### src/rtl/les_pkg.sv
// ============================================================
// les_pkg : shared constants and serialiser state encoding
// Rev 1.0 : initial release
// ============================================================
`default_nettype none

package les_pkg;

  localparam int          LES_DATA_W    = 32;
  localparam logic [31:0] LES_MISR_SEED = 32'hACE1ACE1;
  localparam logic [31:0] LES_MISR_TAPS = 32'h80200003;

  typedef enum logic [1:0] {
    IDLE  = 2'd0,
    SHIFT = 2'd1,
    DONE  = 2'd2
  } ser_state_e;

endpackage

`default_nettype wire

### src/rtl/les_sig_serializer.sv
// ============================================================
// les_sig_serializer : snapshots a word and shifts it out MSB first
// Rev 1.0 : initial release
// ============================================================
`default_nettype none

module les_sig_serializer
  import les_pkg::*;
#(
  parameter int W = LES_DATA_W
) (
  input  logic         clk,
  input  logic         resetn,
  input  logic         req,
  input  logic [W-1:0] word,
  output logic         ser_bit,
  output logic         valid,
  output logic         done
);

  localparam int IDX_W = $clog2(W);

  ser_state_e       state_q, state_d;
  logic [W-1:0]     shreg_q, shreg_d;
  logic [IDX_W-1:0] idx_q, idx_d;
  logic             bit_q, bit_d;
  logic             valid_q, valid_d;
  logic             done_q, done_d;

  always_comb begin
    state_d = state_q;
    shreg_d = shreg_q;
    idx_d   = idx_q;
    valid_d = 1'b0;
    done_d  = 1'b0;
    case (state_q)
      IDLE: begin
        if (req) begin
          shreg_d = word;
          idx_d   = IDX_W'(W - 1);
          state_d = SHIFT;
          valid_d = 1'b1;
        end
      end
      SHIFT: begin
        if (idx_q == '0) begin
          state_d = DONE;
          done_d  = 1'b1;
        end else begin
          // rotate rather than shift: the wrapped bit is never presented
          shreg_d = {shreg_q[W-2:0], shreg_q[W-1]};
          idx_d   = idx_q - 1'b1;
          valid_d = 1'b1;
        end
      end
      DONE:    state_d = IDLE;
      default: state_d = IDLE;
    endcase
    bit_d = valid_d & shreg_d[W-1];
  end

  always_ff @(posedge clk) begin
    if (!resetn) begin
      state_q <= IDLE;
      shreg_q <= '0;
      idx_q   <= '0;
      bit_q   <= 1'b0;
      valid_q <= 1'b0;
      done_q  <= 1'b0;
    end else begin
      state_q <= state_d;
      shreg_q <= shreg_d;
      idx_q   <= idx_d;
      bit_q   <= bit_d;
      valid_q <= valid_d;
      done_q  <= done_d;
    end
  end

  assign ser_bit = bit_q;
  assign valid   = valid_q;
  assign done    = done_q;

endmodule

`default_nettype wire

### src/rtl/les_result_sink.sv
// ============================================================
// les_result_sink : captures finished LES blocks into a MISR
// Rev 1.0 : initial release
// ============================================================
`default_nettype none

module les_result_sink #(
  parameter int                DATA_W    = les_pkg::LES_DATA_W,
  parameter int                CNT_W     = 16,
  parameter logic [DATA_W-1:0] MISR_SEED = les_pkg::LES_MISR_SEED,
  parameter logic [DATA_W-1:0] MISR_TAPS = les_pkg::LES_MISR_TAPS
) (
  input  logic              clk,
  input  logic              resetn,
  input  logic              les_busy,
  input  logic [DATA_W-1:0] les_cipher,
  input  logic              clr,
  input  logic              sig_req,
  output logic              capture_pulse,
  output logic [CNT_W-1:0]  block_count,
  output logic [DATA_W-1:0] signature,
  output logic              sig_bit,
  output logic              sig_valid,
  output logic              sig_done
);

  import les_pkg::*;

  logic              busy_q, busy_d;
  logic [DATA_W-1:0] cap_reg_q, cap_reg_d;
  logic              cap_valid_q, cap_valid_d;
  logic [DATA_W-1:0] signature_q, signature_d;
  logic [CNT_W-1:0]  count_q, count_d;
  logic              pulse_q, pulse_d;
  logic              busy_fall;
  logic              fb;

  always_comb begin
    busy_fall   = busy_q & ~les_busy;
    fb          = ^(signature_q & MISR_TAPS);
    busy_d      = les_busy;
    cap_reg_d   = cap_reg_q;
    cap_valid_d = 1'b0;
    signature_d = signature_q;
    count_d     = count_q;
    pulse_d     = 1'b0;
    // clear discards both a pending fold and a fall seen on the same edge
    if (clr) begin
      signature_d = MISR_SEED;
      count_d     = '0;
    end else begin
      if (busy_fall) begin
        cap_reg_d   = les_cipher;
        cap_valid_d = 1'b1;
      end
      if (cap_valid_q) begin
        signature_d = {signature_q[DATA_W-2:0], fb} ^ cap_reg_q;
        pulse_d     = 1'b1;
        if (count_q != '1) begin
          count_d = count_q + CNT_W'(1);
        end
      end
    end
  end

  always_ff @(posedge clk) begin
    if (!resetn) begin
      busy_q      <= 1'b0;
      cap_reg_q   <= '0;
      cap_valid_q <= 1'b0;
      signature_q <= MISR_SEED;
      count_q     <= '0;
      pulse_q     <= 1'b0;
    end else begin
      busy_q      <= busy_d;
      cap_reg_q   <= cap_reg_d;
      cap_valid_q <= cap_valid_d;
      signature_q <= signature_d;
      count_q     <= count_d;
      pulse_q     <= pulse_d;
    end
  end

  les_sig_serializer #(
    .W (DATA_W)
  ) u_ser (
    .clk     (clk),
    .resetn  (resetn),
    .req     (sig_req),
    .word    (signature_q),
    .ser_bit (sig_bit),
    .valid   (sig_valid),
    .done    (sig_done)
  );

  assign capture_pulse = pulse_q;
  assign block_count   = count_q;
  assign signature     = signature_q;

endmodule

`default_nettype wire

### config.mk
export PLATFORM = sky130hd
export DESIGN_NAME = les_result_sink
export DESIGN_NICKNAME = d
export VERILOG_FILES = /design/src/rtl/les_pkg.sv /design/src/rtl/les_sig_serializer.sv /design/src/rtl/les_result_sink.sv
export SDC_FILE = /design/constraint.sdc
export NUM_CORES = 1
export LEC_CHECK = 0
export CAP_MARGIN = 20
export CELL_PAD_IN_SITES_DETAIL_PLACEMENT = 1
export CELL_PAD_IN_SITES_GLOBAL_PLACEMENT = 1
export CORE_ASPECT_RATIO = 1.75
export CORE_MARGIN = 1.5
export CORE_UTILIZATION = 49
export CTS_BUF_LIST = sky130_fd_sc_hd__clkbuf_2 sky130_fd_sc_hd__clkbuf_4 sky130_fd_sc_hd__clkbuf_8
export DETAILED_ROUTE_END_ITERATION = 8
export DONT_BUFFER_PORTS = 1
export PLACE_DENSITY_LB_ADDON = 0.1
export SYNTH_ARGS = -nofsm -noshare
export SYNTH_HDL_FRONTEND = slang
export SYNTH_SLANG_ARGS = --single-unit
### constraint.sdc
create_clock -name clk -period 2.21 [get_ports clk]
set_clock_uncertainty 0.05 [all_clocks]
set_input_delay 0.5525 -clock clk [delete_from_list [all_inputs] [get_ports clk]]
set_output_delay 0.5525 -clock clk [all_outputs]
set_load 0.01 [all_outputs]
==> results.sh <==
export IMPL_synth_distinct_cells=48
export IMPL_maxSlewHeadroom=0.505
export IMPL_finalCritPeriodShare=0.885
export IMPL_power_density_nw_per_um2=904
export IMPL_met3_usage=0.0867
export IMPL_crit_type="register to register"
export IMPL_fmax_ghz=0.511
export IMPL_cts_made_buffers=17
export IMPL_drt_iter0_drc=125
export IMPL_grtUsageMet2=0.496
export IMPL_root_buffer="clkbuf_8"
export IMPL_die_w_um=79.5
export IMPL_outcome="completed"
export IMPL_synth_ff_type="dfxtp_1"
export IMPL_peakVddDrop_mv=0.435
export IMPL_wire_per_inst_um=18.2
export IMPL_drcViolationCount=0
export IMPL_drt_pass1_iter_count=4
export IMPL_num_vias=4225
export IMPL_dp_cells=690
export IMPL_clkSinkCount=125
export IMPL_yosys_register_bits=125
export IMPL_routed_wl_mm=13.1
export IMPL_gp_congestion=0.757
export IMPL_p_sw_uw=1140
export IMPL_clockPowerShare=0.458
export IMPL_post_cts_buffers=0
export IMPL_crit_path_end_kind="register"
export IMPL_synth_edf_count=0
export IMPL_synthCells=588
export IMPL_grt_pass1_vias=4526
export IMPL_path_max_fanout=7
export IMPL_initial_core_util=0.506
export IMPL_antenna_cells=0
export IMPL_instances_no_fill=720
export IMPL_slew_violations=0
export IMPL_startpoint_type="register"
export IMPL_p_int_uw=3910
export IMPL_antenna_found_initial=0
export IMPL_path_clk_slew_ns=0.07
export IMPL_syn_area_per_cell_um2=8.53
export IMPL_synth_warnings=0
export IMPL_hold_class="primary input to register"
export IMPL_ys_seq_area_frac=0.499
export IMPL_fin_setup_tns_ns=0
export IMPL_p_sw_frac=0.226
export IMPL_r2r_start="block_count[2]"
export IMPL_die_y_um=137
export IMPL_hold_violations=0
export IMPL_synth_nets=627
export IMPL_grt_util_met1=0.243
export IMPL_max_cap_violations=0
export IMPL_syn_area_um2=5010
export IMPL_multi_input_area_um2=2310
export IMPL_p_leak_uw=0.00185
export IMPL_holdWs_ns=0.198
export IMPL_required_ns=2.45
export IMPL_async_flop_share=0
export IMPL_setup_viol=0
export IMPL_cts_resized=0
export IMPL_pin_count=89
export IMPL_clk_latency_ns=0.43
export IMPL_startpoint="block_count[2]"
export IMPL_portBuffers=0
export IMPL_final_cell_mix="133 x nand2_1, 124 x dfxtp_1, 74 x a21oi_1"
export IMPL_seqPwrFrac=0.474
export IMPL_regArea_um2=2500
export IMPL_core_area_um2=9910
export IMPL_grt_max_degree=70
export IMPL_final_min_clock_period_ns=1.96
export IMPL_power_frac_comb=0.068
export IMPL_grt_first_pass_wirelength_mm=21.5
export IMPL_postRouteAntennaNets=0
export IMPL_track_usage=0.257
export IMPL_drive_gt1_frac=0.0958
export IMPL_die_area_um2=10900
export IMPL_area_delta_synth_final_pct=11.4
export IMPL_nFillCells=1188
export IMPL_busiest_layer="met2"
export IMPL_cts_hold_buf=0
export IMPL_rsz0062_at_grt="no"
export IMPL_cts_max_level=4
export IMPL_layout_nets=623
export IMPL_worstMarginPinSlew_ns=0.743
export IMPL_cts_tree="yes"
export IMPL_worstHoldStart="resetn"
export IMPL_dp_final_hpwl_mm=8.92
export IMPL_overflow=0
export IMPL_routed_via_density=5.87
export IMPL_clock_path_buffers=2
export IMPL_final_common_cell="nand2_1"
export IMPL_arrival_ns=2.19
export IMPL_std_cell_rows=48
cells in the mapped netlist (all sizes together), types with 3 or more instances:
master,number,area share
dfxtp,125,0.50
xor2,3,0.0052
or3,10,0.012
inv,6,0.0045
nand2,133,0.10
clkbuf,31,0.023
buf,9,0.013
xnor2,34,0.059
a31oi,3,0.0037
and3,3,0.0037
nor2,32,0.024
a22oi,31,0.046
nor3,5,0.0050
o21ai,23,0.023
a21oi,75,0.076
o211ai,3,0.0045
nand3,7,0.0070
and4,3,0.0052
a211oi,20,0.030
and2,3,0.0042
nand4,5,0.0075
stage by stage:
step / util / total power [µW] / setup slack, ns / area, µm²
2_1_floorplan: - / 2690 / 0.389 / 5010
3_3_place_gp: 0.517 / 2760 / 0.319 / 5130
3_5_place_dp: 0.517 / 2780 / 0.290 / 5130
4_1_cts: 0.564 / 5090 / 0.256 / 5590
5_1_grt: 0.564 / 5230 / 0.139 / 5590
6_report: 0.564 / 5050 / 0.254 / 5590
final timing paths:
kind                                    endpoint  slack (ns)  cells past startpoint
worst max register to register   block_count[11]        0.25                      4
worst max-delay path             block_count[11]        0.25                      4
worst min register to register  u_ser.shreg_q[2]        0.41                      2
worst min-delay path              u_ser.idx_q[4]        0.20                      1
layout make-up:
cell class	count	area share
inverters	7	0.00470
clock buffers	23	0.0533
clock inverters	7	0.0287
well taps	125	0.0280
repair buffers	17	0.0228
flip-flops and latches	125	0.448
multi-input cells	416	0.414
power by group through the flow:
stage	sequential, µW	combinational, µW	clock, µW
2_1_floorplan	2420	271	0
3_3_place_gp	2440	322	0
3_5_place_dp	2440	339	0
4_1_cts	2390	347	2350
5_1_grt	2400	381	2450
6_report	2390	342	2310
worst max-delay path, cell delays in order (launching register included):
cell	delay [ns]
dfxtp_1	0.49
nand3_1	0.22
or3_1	0.53
o311ai_0	0.38
o41ai_1	0.14
registers in the layout, summed over array words and instances, names as in the netlist:
name,flops
u_ser.ser_bit,1
u_ser.idx_q,5
signature,32
busy_q,1
cap_reg_q,32
u_ser.done,1
u_ser.state_q,2
u_ser.valid,1
block_count,16
cap_valid_q,1
u_ser.shreg_q,32
capture_pulse,1
metal layers:
| layer | part of all wire | routed length [µm] | vias to the layer above |
|---|---|---|---|
| met4 | 0.022 | 288 | 0 |
| met3 | 0.057 | 745 | 26 |
| met2 | 0.57 | 7420 | 98 |
| met1 | 0.36 | 4670 | 2068 |
| li1 | - | - | 2033 |
| met5 | 0 | 0 | - |
kinds of logic after synthesis:
logic type	synth area share
compound gates	0.208
xor+xnor	0.0646
fa+ha+maj	0.00499
buf+inv	0.0412
flops	0.499
simple gates	0.182
Power figures use the tool's default switching activity.
